**src/rtl/reg_write_arbiter_if.sv**
```systemverilog
// Interface for reg_write_arbiter: two writeback request channels and the
// registered register-file write port.
// slave  : the arbiter side (takes requests, drives the write port)
// master : the requester / register-file side
interface reg_write_arbiter_if #(
    parameter int DATA_W = 32,
    parameter int ADDR_W = 5
);
    logic              req0_valid;
    logic [ADDR_W-1:0] req0_addr;
    logic [DATA_W-1:0] req0_data;
    logic              req0_ready;
    logic              req1_valid;
    logic [ADDR_W-1:0] req1_addr;
    logic [DATA_W-1:0] req1_data;
    logic              req1_ready;
    logic              reg_write;
    logic [ADDR_W-1:0] write_reg;
    logic [DATA_W-1:0] write_data;
    logic              grant_id;
    logic [1:0]        pending;

    modport slave (
        input  req0_valid, req0_addr, req0_data,
        input  req1_valid, req1_addr, req1_data,
        output req0_ready, req1_ready,
        output reg_write, write_reg, write_data, grant_id, pending
    );

    modport master (
        output req0_valid, req0_addr, req0_data,
        output req1_valid, req1_addr, req1_data,
        input  req0_ready, req1_ready,
        input  reg_write, write_reg, write_data, grant_id, pending
    );
endinterface

```
**src/rtl/reg_write_arbiter.sv**
```systemverilog
// reg_write_arbiter: shares one register-file write port between the ALU
// writeback (req0) and load writeback (req1). Each requester owns a one-entry
// holding register; the oldest full hold wins, ties broken round-robin.
// Optional macro ZERO_REG_GUARD_EN: writes to address 0 are accepted but
// dropped (never held, never issued).
module reg_write_arbiter #(
    parameter int DATA_W = 32,
    parameter int ADDR_W = 5
) (
    input  logic                 clk,
    input  logic                 rst_n,
    reg_write_arbiter_if.slave   bus
);

    logic              h0_full_q, h0_full_d, h1_full_q, h1_full_d;
    logic [ADDR_W-1:0] h0_addr_q, h0_addr_d, h1_addr_q, h1_addr_d;
    logic [DATA_W-1:0] h0_data_q, h0_data_d, h1_data_q, h1_data_d;
    logic              h0_age_q,  h0_age_d,  h1_age_q,  h1_age_d;
    logic              rr_q, rr_d;
    logic              reg_write_q, reg_write_d;
    logic [ADDR_W-1:0] write_reg_q, write_reg_d;
    logic [DATA_W-1:0] write_data_q, write_data_d;
    logic              grant_id_q, grant_id_d;
    logic [1:0]        pending_q, pending_d;

    logic grant0, grant1, rdy0, rdy1, acc0, acc1, fill0, fill1, keep0, keep1;

    // Arbitration from hold state only: age first, then the rr pointer.
    always_comb begin
        grant0 = 1'b0;
        grant1 = 1'b0;
        if (h0_full_q && h1_full_q) begin
            if (h0_age_q != h1_age_q) grant0 = h0_age_q;
            else                      grant0 = ~rr_q;
            grant1 = ~grant0;
        end else begin
            grant0 = h0_full_q;
            grant1 = h1_full_q;
        end
    end

    assign rdy0 = ~h0_full_q | grant0;
    assign rdy1 = ~h1_full_q | grant1;
    assign acc0 = bus.req0_valid & rdy0;
    assign acc1 = bus.req1_valid & rdy1;

    // A guarded address-0 write is acknowledged but never lands in the hold.
    always_comb begin
`ifdef ZERO_REG_GUARD_EN
        fill0 = acc0 && (bus.req0_addr != '0);
        fill1 = acc1 && (bus.req1_addr != '0);
`else
        fill0 = acc0;
        fill1 = acc1;
`endif
    end

    // Hold, age, rr and issue-register next state.
    always_comb begin
        keep0     = h0_full_q & ~grant0;
        keep1     = h1_full_q & ~grant1;
        h0_full_d = fill0 | keep0;
        h1_full_d = fill1 | keep1;
        h0_addr_d = fill0 ? bus.req0_addr : h0_addr_q;
        h0_data_d = fill0 ? bus.req0_data : h0_data_q;
        h1_addr_d = fill1 ? bus.req1_addr : h1_addr_q;
        h1_data_d = fill1 ? bus.req1_data : h1_data_q;

        // Only a hold that survives the edge next to a freshly filled one is older.
        h0_age_d = keep0 & fill1;
        h1_age_d = keep1 & fill0;

        // After a contested cycle the loser gets the next tie.
        rr_d = (h0_full_q && h1_full_q) ? grant0 : rr_q;

        reg_write_d  = grant0 | grant1;
        write_reg_d  = write_reg_q;
        write_data_d = write_data_q;
        grant_id_d   = grant_id_q;
        if (grant0) begin
            write_reg_d  = h0_addr_q;
            write_data_d = h0_data_q;
            grant_id_d   = 1'b0;
        end else if (grant1) begin
            write_reg_d  = h1_addr_q;
            write_data_d = h1_data_q;
            grant_id_d   = 1'b1;
        end

        pending_d = {1'b0, h0_full_d} + {1'b0, h1_full_d};
    end

    // State registers; reset drops any in-flight writes immediately.
    always_ff @(posedge clk or negedge rst_n) begin
        if (!rst_n) begin
            h0_full_q    <= 1'b0;
            h1_full_q    <= 1'b0;
            h0_addr_q    <= '0;
            h1_addr_q    <= '0;
            h0_data_q    <= '0;
            h1_data_q    <= '0;
            h0_age_q     <= 1'b0;
            h1_age_q     <= 1'b0;
            rr_q         <= 1'b0;
            reg_write_q  <= 1'b0;
            write_reg_q  <= '0;
            write_data_q <= '0;
            grant_id_q   <= 1'b0;
            pending_q    <= 2'd0;
        end else begin
            h0_full_q    <= h0_full_d;
            h1_full_q    <= h1_full_d;
            h0_addr_q    <= h0_addr_d;
            h1_addr_q    <= h1_addr_d;
            h0_data_q    <= h0_data_d;
            h1_data_q    <= h1_data_d;
            h0_age_q     <= h0_age_d;
            h1_age_q     <= h1_age_d;
            rr_q         <= rr_d;
            reg_write_q  <= reg_write_d;
            write_reg_q  <= write_reg_d;
            write_data_q <= write_data_d;
            grant_id_q   <= grant_id_d;
            pending_q    <= pending_d;
        end
    end

    assign bus.req0_ready = rdy0;
    assign bus.req1_ready = rdy1;
    assign bus.reg_write  = reg_write_q;
    assign bus.write_reg  = write_reg_q;
    assign bus.write_data = write_data_q;
    assign bus.grant_id   = grant_id_q;
    assign bus.pending    = pending_q;

endmodule

```
**src/flat_wrapper.sv**
```systemverilog
// flat-port wrapper written by rule: the top's interface ports become plain ports
module reg_write_arbiter_flat 
#(
    parameter int DATA_W = 32,
    parameter int ADDR_W = 5
)
  (clk, rst_n, bus_req0_valid, bus_req0_addr, bus_req0_data, bus_req1_valid, bus_req1_addr, bus_req1_data, bus_req0_ready, bus_req1_ready, bus_reg_write, bus_write_reg, bus_write_data, bus_grant_id, bus_pending);
  reg_write_arbiter_if #(.DATA_W(DATA_W), .ADDR_W(ADDR_W)) bus_i ();
  input  logic clk;
  input  logic rst_n;
  input wire logic [$bits(bus_i.req0_valid)-1:0] bus_req0_valid;
  input wire logic [$bits(bus_i.req0_addr)-1:0] bus_req0_addr;
  input wire logic [$bits(bus_i.req0_data)-1:0] bus_req0_data;
  input wire logic [$bits(bus_i.req1_valid)-1:0] bus_req1_valid;
  input wire logic [$bits(bus_i.req1_addr)-1:0] bus_req1_addr;
  input wire logic [$bits(bus_i.req1_data)-1:0] bus_req1_data;
  output wire logic [$bits(bus_i.req0_ready)-1:0] bus_req0_ready;
  output wire logic [$bits(bus_i.req1_ready)-1:0] bus_req1_ready;
  output wire logic [$bits(bus_i.reg_write)-1:0] bus_reg_write;
  output wire logic [$bits(bus_i.write_reg)-1:0] bus_write_reg;
  output wire logic [$bits(bus_i.write_data)-1:0] bus_write_data;
  output wire logic [$bits(bus_i.grant_id)-1:0] bus_grant_id;
  output wire logic [$bits(bus_i.pending)-1:0] bus_pending;
  assign bus_i.req0_valid = bus_req0_valid;
  assign bus_i.req0_addr = bus_req0_addr;
  assign bus_i.req0_data = bus_req0_data;
  assign bus_i.req1_valid = bus_req1_valid;
  assign bus_i.req1_addr = bus_req1_addr;
  assign bus_i.req1_data = bus_req1_data;
  assign bus_req0_ready = bus_i.req0_ready;
  assign bus_req1_ready = bus_i.req1_ready;
  assign bus_reg_write = bus_i.reg_write;
  assign bus_write_reg = bus_i.write_reg;
  assign bus_write_data = bus_i.write_data;
  assign bus_grant_id = bus_i.grant_id;
  assign bus_pending = bus_i.pending;
  reg_write_arbiter #(.DATA_W(DATA_W), .ADDR_W(ADDR_W)) u_core (.clk(clk), .rst_n(rst_n), .bus(bus_i));
endmodule
```
**config.mk**
```make
export PLATFORM = sky130hd
export DESIGN_NAME = reg_write_arbiter_flat
export DESIGN_NICKNAME = d
export VERILOG_FILES = /design/src/rtl/reg_write_arbiter_if.sv /design/src/rtl/reg_write_arbiter.sv /design/src/flat_wrapper.sv
export SDC_FILE = /design/constraint.sdc
export NUM_CORES = 1
export LEC_CHECK = 0
export CORE_ASPECT_RATIO = 0.6
export CORE_MARGIN = 4
export CORE_UTILIZATION = 45
export CTS_BUF_LIST = sky130_fd_sc_hd__clkbuf_16
export DETAILED_ROUTE_END_ITERATION = 16
export GPL_TIMING_DRIVEN = 0
export PLACE_DENSITY_LB_ADDON = 0.1
export SLEW_MARGIN = 40
export SYNTH_ARGS = -nofsm -noshare
export SYNTH_HDL_FRONTEND = slang
export SYNTH_SLANG_ARGS = --single-unit
```
**constraint.sdc**
```tcl
create_clock -name clk -period 1.6 [get_ports clk]
set_input_delay 0.32 -clock clk [delete_from_list [all_inputs] [get_ports clk]]
set_output_delay 0.32 -clock clk [all_outputs]
set_load 0.01 [all_outputs]
```
# == Yosys cells after proc, flatten, opt, wreduce, memory -nomap -nowiden ==
# Index checks and enable logic that the tools add are counted.
# Widths: inputs -> output; s select.
# op_classes
muxes,10
n_eq_ne,1
n_addsub,1
reduce_logical,2
bitwise_logic,17
# op_table
cell,count
$mux 32,2
$mux 5,2
$and 1x1->1,6
$mux 1,6
$not 1->1,6
$or 1x1->1,5
$add 1x1->2,1
$reduce_bool 2->1,1
$logic_and 1x1->1,1
$ne 1x1->1,1
# totals
inputBits,78
output_inout_bits,43
reg_bits,120
word_cells,45

# == Depth between registers and ports, before layout ==
# Gate-level depths: netlist of the first run.
# depth
depth_word,9
ltp_mapped,8
depth_no_buf,5

# == Least setup slack after synthesis of the first run ==
# Ideal clock, no wire load.
# synth_path
path_type,register to register
start,register u_core.h0_full_q
end,register u_core.pending_q[0] (netlist: u_core.bus.pending[0])
period_less_slack_ns,1.779
required_time_ns,1.474
setup_ns,0.126
arrival_time_ns,1.653
n_path_buf,3
stages_incl_launch_ff,9
slack_ns,-0.179
cell_sequence,dfrtp_1 clkbuf_1 and2_1 clkbuf_1 o21a_1 clkbuf_1 inv_1 nand2b_1 ha_1
# synth_between
elab_chain_cells,6
word_cells_on_any_way,15
cone_classes,add/sub: 1; mux: 2; bitwise: 11; reduce/logical: 1
# synth_rtl
element,line_no,rtl
start: declaration,reg_write_arbiter.sv:15,"logic h0_full_q, h0_full_d, h1_full_q, h1_full_d;"
start signal: assignment,reg_write_arbiter.sv:111,h0_full_q <= h0_full_d;
$logic_and 1x1->1,reg_write_arbiter.sv:32,if (h0_full_q && h1_full_q) begin
$mux 1,reg_write_arbiter.sv:32,
$or 1x1->1 (*),reg_write_arbiter.sv:42,assign rdy0 = ~h0_full_q | grant0;
named net bus_req0_ready,flat_wrapper.sv:17,output wire logic [$bits(bus_i.req0_ready)-1:0] bus_req0_ready;
$and 1x1->1 (*),reg_write_arbiter.sv:44,assign acc0 = bus.req0_valid & rdy0;
$or 1x1->1 (*),reg_write_arbiter.sv:62,h0_full_d = fill0 | keep0;
named net u_core.h0_full_d,reg_write_arbiter.sv:15,
$add 1x1->2 (*),reg_write_arbiter.sv:90,"pending_d = {1'b0, h0_full_d} + {1'b0, h1_full_d};"
named net u_core.pending_d[0],reg_write_arbiter.sv:24,"logic [1:0] pending_q, pending_d;"
end signal: assignment,reg_write_arbiter.sv:124,pending_q <= pending_d;
end: declaration,reg_write_arbiter.sv:24,
# The timed path passes the listed nets; every way through them passes the cells marked *.
# A chain may end at the register's enable or synchronous reset.

# == Worst setup path after layout of the first run ==
# layout_path
start,register u_core.h1_age_q
end,output port bus_req0_ready
# layout_between
elab_chain_cells,5
# layout_rtl
element,line_no,rtl
start: declaration,reg_write_arbiter.sv:18,"logic h0_age_q, h0_age_d, h1_age_q, h1_age_d;"
start signal: assignment,reg_write_arbiter.sv:118,h1_age_q <= h1_age_d;
$ne 1x1->1,reg_write_arbiter.sv:33,if (h0_age_q != h1_age_q) grant0 = h0_age_q;
$mux 1,reg_write_arbiter.sv:33,
$mux 1 (2 in series),reg_write_arbiter.sv:32,
$or 1x1->1,reg_write_arbiter.sv:42,
end: declaration,flat_wrapper.sv:17,
# Every way passes these cells. The select of a mux whose other input is x is not followed.

==> impl_metrics.toml, run 1 <==
[detailed_routing]
first_iter_violations = 560
first_pass_iters = 5
vias_per_cell = 6.19
drt-total-wl_um = 20000
ant_nets = 0
drc_errors = 0
num_vias = 5699
wl_per_cell_um = 21.7

[die]
core-area_um2 = 13200
dieArea_um2 = 15800
fp-row-count = 32
start_util_pct = 47.0
dieHeight_um = 98.9
ios = 121
die_w_um = 159

[final_layout]
final_nets = 816
fillers = 1042
syn_to_final_growth_pct = 38.9
multi_input_area_um2 = 2930
drive_gt1_share_pct = 19.9
register_area_um2 = 3000
antenna_cells = 0
final_area_um2 = 8600

[synth]
synth_edf_count = 0
synth-seq-cells = 120
synth_top_area_share_pct = 48.5
yosys.area_share.adder_pct = 0.202
async_flop_share_pct = 100
synthXorXnorAreaFrac_pct = 0
ys_types = 26
synth_compound_area_share_pct = 26.9
syn_nets = 663
synth_warnings = 0
synth_top_family_by_area = "compound AO/OA/AOI/OAI gates"
synthSimpleGateAreaFrac_pct = 10.9
synthCells = 584
ys_top_cells_by_area = "dfrtp_1 (48%), o211ai_1 (18%), mux2_4 (7.3%), a211oi_1 (4.5%), nand2b_1 (3.9%)"
ys_seq_area_share_pct = 48.5
syn-cell-area_um2 = 6200
muxShareOfSynthArea_pct = 8.54
synth_top_area_cell = "dfrtp_1"
synth.avg_cell_area_um2 = 10.6
synth_ff_type = "dfrtp_1"

[setup_path]
crit_path_max_incr_delay_ns = 0.42
cp.arrival_ns = 1.58
startpoint_type = "register"
crit_slowest_cell = "dfrtp_1"
path_cells = "o21ba_4 -> o21a_1 -> clkbuf_8 -> inv_4 -> buf_6"
crit_type = "reg -> out"
cp-end-kind = "output port"
critPathRequiredTime_ns = 1.28
reg2reg_depth = 6
critPathMaxFanout = 3

[power]
powerDensity_nw_per_um2 = 1800
power.leakage_uw = 0.00347
irDropWorstVdd_mv = 0.862

[clock_tree]
cts_root_buffer = "clkbuf_16"
numCtsBuffers = 17
clk_pin_slew_ns = 0.05
clock_path_buffers = 2
insertion_delay_ns = 0.41
cts_tree = "built"
clock-sinks = 120
cts-htree-levels = 4

[timing]
min_period_over_period_pct = 119
final_max_slew_viol_count = 0
slew_headroom_pct = 58.7
layout_min_cycle_time_ns = 1.90
setup-tns-final_ns = -9.01
max_freq_mhz = 526
worst_pin_slew_ns = 0.619
finalHoldViolCount = 0
finalSetupViolCount = 39
finClkSkew_ns = 0.00692
layout_setup_ws_ns = -0.302
rsz0062_at_grt = "yes"

[worst_hold_path]
hp-class = "in -> reg"
hold_path_depth = 3

[run_status]
status = "finished with violations"
violations = "negative setup slack"

[global_route]
grt_pass1_wl_um = 31200
antenna_found_initial = 0
grt_max_degree = 67
grt_pass1_vias = 5689
grt_usage_pct = 24.8
overflow = 0

[place]
gp_congestion = 0.834
dpl.hpwl_um = 13500
postPlaceCellArea_um2 = 7650
io_buffer_count = 119

[flow_run]
maxCapViolCount = 0
[synthesized netlist by cell type (3+ instances only)]
cell / n
nor2_1: 5
buf_1: 4
a211oi_1: 37
dfrtp_1: 120
buf_2: 8
nand2_1: 39
nand2b_1: 39
and2_1: 3
clkbuf_1: 55
nor2b_1: 37
mux2_2: 7
o211ai_1: 148
a31oi_1: 37
mux2_4: 30
buf_6: 4
[kinds of logic after synthesis]
group	after synthesis
and+or+nand+nor	126
DFF	120
adders and majority gates	1
AOI/OAI and AO/OA	228
muxes	37
buffers and inverters	72
[where the power goes]
part	total, uW	internal, uW	switching [uW]
combinational	6480	3190	3290
sequential	5140	4220	918
clock	3830	2420	1410
total	15400	9830	5620
[routing by layer]
layer  routed length, um  GRT usage, %  share of wire, %  vias up
met5                   0             0                 0        -
met4                 335          9.20               1.7        0
met3                1590          6.14               8.0       37
met2                8690          35.7                44      298
met1                9340          36.2                47     2845
li1                    -             -                 -     2519
[area by class of cell]
class,instances,area share (%)
flip-flops and latches,120,34.9
multi-input cells,392,34.0
repair buffers,139,16.3
plain buffers,66,5.38
clock buffers,17,4.94
well taps,170,2.47
clock inverters,15,1.88
inverters,1,0.0727
[path summary, 6_finish.rpt]
kind	from	end	slack [ns]
max reg2reg	u_core.h1_age_q$_DFF_PN0_	u_core.h1_data_q[6]$_DFFE_PN0P_	-0.25
min in group asynchronous	rst_n	u_core.h1_data_q[29]$_DFFE_PN0P_	0.42
max	u_core.h1_age_q$_DFF_PN0_	bus_req0_ready	-0.30
max in group asynchronous	rst_n	u_core.h0_data_q[11]$_DFFE_PN0P_	0.49
min	bus_req0_valid	u_core.h0_data_q[12]$_DFFE_PN0P_	0.38
min reg2reg	u_core.h0_data_q[8]$_DFFE_PN0P_	u_core.h0_data_q[8]$_DFFE_PN0P_	0.54
[through the flow]
step	power [uW]	hold WS (ns)	setup slack, ns	std cells	utilization (%)
2_1_floorplan	8410	0.0244	-0.0370	584	-
3_3_place_gp	10800	0.509	-4.46	873	57.8
3_5_place_dp	11000	0.268	-0.710	874	58.1
4_1_cts	14900	0.370	-0.299	911	63.9
5_1_grt	16200	0.423	-0.325	920	65.3
6_report	15400	0.385	-0.302	920	65.3
[cell usage in the layout, fill, tap and decap left out, drive strengths merged, types with 5 or more instances in the layout]
cell / instances
nor2b: 37
nand2: 39
clkinv: 8
clkdlybuf4s50: 75
a211oi: 37
o211ai: 148
nand2b: 39
buf: 42
dlygate4sd2: 40
clkbuf: 63
dfrtp: 120
a31oi: 37
mux2: 37
nor2: 5
[critical path, delay by kind of cell (launching register included)]
kind	cells	cell delay, ns
buffers and inverters	3	0.30
AO/OA/AOI/OAI	2	0.46
flip-flops	1	0.42
[repair_timing]
item / CTS / global route
pin swaps: 3 / 22
hold endpoints to repair: 54 / 0
resized for setup: 102 / 69
gates cloned: 2 / 2
setup endpoints to repair: 155 / 112
buffers inserted: 7 / 8
hold buffers: 1 / 0
No activity file was read; power rests on OpenSTA's default activity.
==> inputs of run 2 (changes only) <==
--- a/config.mk
+++ b/config.mk
@@ -11,7 +11,7 @@
 export CTS_BUF_LIST = sky130_fd_sc_hd__clkbuf_16
 export DETAILED_ROUTE_END_ITERATION = 16
 export GPL_TIMING_DRIVEN = 0
-export PLACE_DENSITY_LB_ADDON = 0.1
+export PLACE_DENSITY = 0.74
 export SLEW_MARGIN = 40
 export SYNTH_ARGS = -nofsm -noshare
 export SYNTH_HDL_FRONTEND = slang
==> constraint.sdc (replaced) <==
create_clock -name clk -period 1.6 [get_ports clk]
set_input_delay 0.32 -clock clk [delete_from_list [all_inputs] [get_ports clk]]
set_output_delay 0.32 -clock clk [all_outputs]
set_load 0.05 [all_outputs]
==> run 2 against run 1 <==
Against the previous run: the flow still finishes with violations (negative setup slack); final cell count fell by 0.43%; global-route usage increased by 0.73 points; cell area down 0.68%; worst setup slack lost 0.076 ns; largest power group unchanged; highest routed layer unchanged.
==> impl_metrics.toml, run 2 (synthesis results as in run 1) <==
[timing]
rsz0062_at_grt = "yes"
slew_headroom_pct = 61.9
finalHoldViolCount = 0
max_freq_mhz = 506
finalSetupViolCount = 69
finClkSkew_ns = 0.00568
min_period_over_period_pct = 124
worst_pin_slew_ns = 0.571
layout_min_cycle_time_ns = 1.98
final_max_slew_viol_count = 0
layout_setup_ws_ns = -0.377

[power]
power.leakage_uw = 0.00340
powerDensity_nw_per_um2 = 2010
irDropWorstVdd_mv = 0.911

[global_route]
grt_max_degree = 77
overflow = 0
grt_pass1_wl_um = 32200
antenna_found_initial = 0
grt_usage_pct = 25.5
grt_pass1_vias = 5881

[detailed_routing]
vias_per_cell = 6.25
drc_errors = 0
first_iter_violations = 590
first_pass_iters = 5
num_vias = 5724
ant_nets = 0
drt-total-wl_um = 20100
wl_per_cell_um = 21.9

[setup_path]
critical_path_cell_count = 5
critPathMaxFanout = 4
cp-end-kind = "output port"
r2r-start = "u_core.h1_age_q$_DFF_PN0_"
critPathRequiredTime_ns = 1.28
reg2reg_slack_ns = -0.27
cp.arrival_ns = 1.66
cp_top_family = "compound AO/OA/AOI/OAI gates"
cp-endpoint = "bus_req0_ready"
crit_slowest_cell = "dfrtp_1"
crit_path_max_incr_delay_ns = 0.43
crit_buf_inv = 3
crit-reg2reg-capture = "u_core.h1_data_q[7]$_DFFE_PN0P_"
reg2reg_depth = 6
crit_type = "reg -> out"
crit_start = "u_core.h1_age_q$_DFF_PN0_"
path_cells = "o21ba_4 -> o21a_1 -> clkbuf_8 -> inv_8 -> buf_8"
startpoint_type = "register"

[place]
postPlaceCellArea_um2 = 7660
io_buffer_count = 119
dpl.hpwl_um = 13200
pre_cts_ws_ns = -0.962
gp_congestion = 0.853

[clock_tree]
clk_pin_slew_ns = 0.06
clock-sinks = 120
clock_path_buffers = 2
insertion_delay_ns = 0.42
cts_tree = "built"
numCtsBuffers = 17
cts_root_buffer = "clkbuf_16"
cts-htree-levels = 4

[final_layout]
register_area_um2 = 3000
multi_input_area_um2 = 2910
layout_commonest_cell = "o211ai_1"
syn_to_final_growth_pct = 37.9
layout_common_cells = "o211ai_1 (148), dfrtp_1 (119), clkdlybuf4s50_1 (75)"
final_nets = 812
fillers = 1002
drive_gt1_share_pct = 22.7
antenna_cells = 0
final_area_um2 = 8550

[worst_hold_path]
hp-class = "in -> async"

[run_status]
violations = "negative setup slack"
status = "finished with violations"

[die]
start_util_pct = 47.0
die_w_um = 159
dieArea_um2 = 15800
dieHeight_um = 98.9
core-area_um2 = 13200
fp-row-count = 32
ios = 121

[flow_run]
maxCapViolCount = 0
[run 2: changes by cell type in the layout (fill, tap and decap cells not counted), sizes merged]
| cell | before | now |
|---|---|---|
| bufinv | 3 | 4 |
| clkbuf | 63 | 89 |
| dlygate4sd2 | 40 | 0 |
| clkinv | 8 | 7 |
| clkdlybuf4s15 | 0 | 20 |
| clkinvlp | 3 | 2 |
| dlymetal6s2s | 1 | 0 |
| inv | 2 | 3 |
| buf | 42 | 33 |
[run 2: metal layers]
layer | part of all wire, % | vias to the layer above | GRT usage (%)
li1 | - | 2507 | -
met1 | 47 | 2857 | 36.7
met2 | 43 | 319 | 37.9
met3 | 8.1 | 41 | 6.60
met4 | 1.8 | 0 | 8.13
met5 | 0 | - | 0
[run 2: stage by stage]
step	total power, uW	TNS (ns)	utilization (%)	hold slack, ns	std cells
after floorplan	10100	-1.13	-	0.0244	584
after global placement	12400	-562.83	57.9	0.512	873
after detailed placement	12700	-36.28	58.2	0.239	874
after CTS	17000	-11.61	65.0	0.381	914
after global routing	18000	-19.85	64.9	0.393	916
final	17200	-14.43	64.9	0.389	916
[run 2: timing repair]
item / CTS / global route
setup buffers: 8 / 2
setup endpoints to repair: 156 / 126
cloned: 4 / 1
gates resized for setup: 156 / 55
hold buffers: 1 / 0
pin swaps: 4 / 11
endpoints found under the hold margin: 44 / 0
[run 2: where the power goes]
part	internal [uW]	switching (uW)	leakage [uW]	total [uW]
Clock	2610	1450	0.000301	4050
Combinational	3050	4940	0.00168	7990
Sequential	4220	926	0.00142	5150
Total	9890	7310	0.00340	17200
[run 2: worst min path at each step]
stage                               startpoint                                to  slack, ns  depth (start not counted)
6_report                                 rst_n   u_core.h1_data_q[2]$_DFFE_PN0P_       0.39                          2
3_5_place_dp                             rst_n   u_core.h1_data_q[2]$_DFFE_PN0P_       0.24                          1
4_1_cts                         bus_req0_valid  u_core.h0_data_q[23]$_DFFE_PN0P_       0.38                          3
2_1_floorplan                            rst_n   u_core.bus.grant_id$_DFFE_PN0P_       0.02                          0
3_3_place_gp   u_core.h0_data_q[6]$_DFFE_PN0P_   u_core.h0_data_q[6]$_DFFE_PN0P_       0.51                          2
5_1_grt                         bus_req0_valid   u_core.h0_data_q[7]$_DFFE_PN0P_       0.39                          3
[run 2: area by class of cell]
type,count,area share [%]
buffer,66,4.90
clock buffer,17,4.98
clock inverter,15,2.36
inverter,1,0.132
multi-input combinational,392,34.1
sequential,120,35.2
tap,170,2.49
timing repair buffer,135,15.9
[run 2: worst reg2reg max path: stages (launching register included)]
cell and delay (ns):
dfrtp_1 0.43, o21ba_4 0.26, buf_4 0.15, o31a_1 0.29, buf_12 0.18, buf_12 0.14
mux2_4 0.30
==> inputs of run 3 (changes only) <==
--- a/config.mk
+++ b/config.mk
@@ -9,6 +9,7 @@
 export CORE_MARGIN = 4
 export CORE_UTILIZATION = 45
 export CTS_BUF_LIST = sky130_fd_sc_hd__clkbuf_16
+export CTS_CLUSTER_SIZE = 40
 export DETAILED_ROUTE_END_ITERATION = 16
 export GPL_TIMING_DRIVEN = 0
 export PLACE_DENSITY = 0.74
==> results of run 3 <==
Final layout, timing and power as in run 2 (identical DEF).
==> edit: new RTL, flow settings as in run 1 <==
`DATA_W` is set to 32 in 3 places; all go to 16.
--- a/src/rtl/reg_write_arbiter_if.sv
+++ b/src/rtl/reg_write_arbiter_if.sv
@@ -3,7 +3,7 @@
 // slave  : the arbiter side (takes requests, drives the write port)
 // master : the requester / register-file side
 interface reg_write_arbiter_if #(
-    parameter int DATA_W = 32,
+    parameter int DATA_W = 16,
     parameter int ADDR_W = 5
 );
     logic              req0_valid;
--- a/src/rtl/reg_write_arbiter.sv
+++ b/src/rtl/reg_write_arbiter.sv
@@ -4,7 +4,7 @@
 // Optional macro ZERO_REG_GUARD_EN: writes to address 0 are accepted but
 // dropped (never held, never issued).
 module reg_write_arbiter #(
-    parameter int DATA_W = 32,
+    parameter int DATA_W = 16,
     parameter int ADDR_W = 5
 ) (
     input  logic                 clk,
--- a/src/flat_wrapper.sv
+++ b/src/flat_wrapper.sv
@@ -1,7 +1,7 @@
 // flat-port wrapper written by rule: the top's interface ports become plain ports
 module reg_write_arbiter_flat 
 #(
-    parameter int DATA_W = 32,
+    parameter int DATA_W = 16,
     parameter int ADDR_W = 5
 )
   (clk, rst_n, bus_req0_valid, bus_req0_addr, bus_req0_data, bus_req1_valid, bus_req1_addr, bus_req1_data, bus_req0_ready, bus_req1_ready, bus_reg_write, bus_write_reg, bus_write_data, bus_grant_id, bus_pending);
Ports: changed (resized bus_req0_data, bus_req1_data and bus_write_data); port bits go from 121 to 73. No check against the original RTL was run, so the function may have changed too.
==> edit against run 1 <==
The run still ends with negative setup slack left; fmax rose by 6.8%; synthesized cell count fell by 41%; die area shrank 38%; total power is 44% lower; wire length shrank 49%; combinational power shrank 42%; area after synthesis fell by 40%; worst setup slack improved by 0.12 ns; clock power decreased by 53%; non-clock buffer count fell by 78; sequential cell count shrank 48; count of clock-buffer cells in the layout is 8 lower; final area shrank 41%; critical endpoint is now u_core.h1_addr_q[0]$_DFFE_PN0P_.
==> edit: results (changes against run 1) <==
- First-pass GRT wire length: 17200 microns (was 31200 microns)
- Signal buffers: 127 (was 205)
- Top post-synthesis cells by count: 84 x o211ai_1, 72 x dfrtp_1, 30 x clkbuf_1 (was 148 x o211ai_1, 120 x dfrtp_1, 55 x clkbuf_1)
- Reg2Reg Launch Point: u_core.rr_q$_DFFE_PN0N_ (was u_core.h1_age_q$_DFF_PN0_)
- Area grow syn2layout: 37.2% (was 38.9%)
- Hold Crit Class: in2async (was in2reg)
- Overall routed net length: 10200 microns (was 20000 microns)
- Reg-to-Reg End: u_core.h1_addr_q[0]$_DFFE_PN0P_ (was u_core.h1_data_q[6]$_DFFE_PN0P_)
- Cts bufs inserted: 9 (was 17)
- Main area contributors after synthesis: dfrtp_1 49%, o211ai_1 17%, mux2_4 8.1%, a211oi_1 4.3%, nand2b_1 3.7% (was dfrtp_1 48%, o211ai_1 18%, mux2_4 7.3%, a211oi_1 4.5%, nand2b_1 3.9%)
- Failing checks: negative setup slack (unchanged)
- Vias in the first global route: 3161 (was 5689)
- Sequential share of the synthesized area: 48.8% (was 48.5%)
- Status: complete, but fails checks (unchanged)
- Mux contribution to synthesized area: 8.45% (was 8.54%)
- Final WS setup: -0.181 ns (was -0.302 ns)
- Fillcell total: 671 (was 1042)
- VDD IR max: 0.786 mV (was 0.862 mV)
- First-pass DRT Iterations: 4 (was 5)
- Reg2reg path depth: 5 (was 6)
- Multi-input combinational area share: 34.4% (was 34.0%)
- Register area: 1800 sq um (was 3000 sq um)
- IO Port Bufs: 71 (was 119)
- Largest net degree at the start of global routing: 54 (was 67)
- Post-Syn Nets: 392 (was 663)
- Die W: 125 microns (was 159 microns)
- Area share of fa/ha/maj cells after synthesis: 0.339% (was 0.202%)
- Setup Viol. Count Final: 23 (was 39)
- Clock Skews: 0.00845 ns (was 0.00692 ns)
- Clock-cell share: 5.22% (was 6.82%)
- Post-DP Area: 4560 sq um (was 7650 sq um)
- Multi-In Gates: 232 (was 392)
- Sum of negative setup slack: -3.83 ns (was -9.01 ns)
- Via density: 5.52 (was 6.19)
- Dpl ws: -0.580 ns (was -0.710 ns)
- CTS H-tree lvls: 3 (was 4)
- Synthesized flop and latch total: 72 (was 120)
edit: what timing repair did:
| action | CTS | global route |
|---|---|---|
| hold endpoints to repair | 19 | 0 |
| resized for setup | 35 | 34 |
| pin swaps | 2 | 4 |
| hold buffers | 1 | 0 |
| setup endpoints to repair | 64 | 70 |
| cloned | 1 | 1 |
| buffers inserted | 9 | 8 |
edit: power groups by stage:
stage | sequential, mW | combinational (mW) | clock [mW]
2_1_floorplan | 3.06 | 1.94 | 0
3_3_place_gp | 3.07 | 3.31 | 0
3_5_place_dp | 3.08 | 3.37 | 0
4_1_cts | 3.07 | 3.64 | 1.84
5_1_grt | 3.16 | 4.12 | 1.94
6_report | 3.08 | 3.76 | 1.80
edit: metal layers:
metal	GRT usage (%)	share of wire, %
met4	7.36	1.6
met2	29.5	40
met1	34.4	53
met3	6.59	5.3
met5	0	0
edit: worst reg2reg max path, stage by stage, from the launching register on:
cell and delay [ns]:
dfrtp_1 0.41, o21ba_4 0.25, buf_6 0.12, o31a_1 0.39, buf_6 0.19, mux2_4 0.30
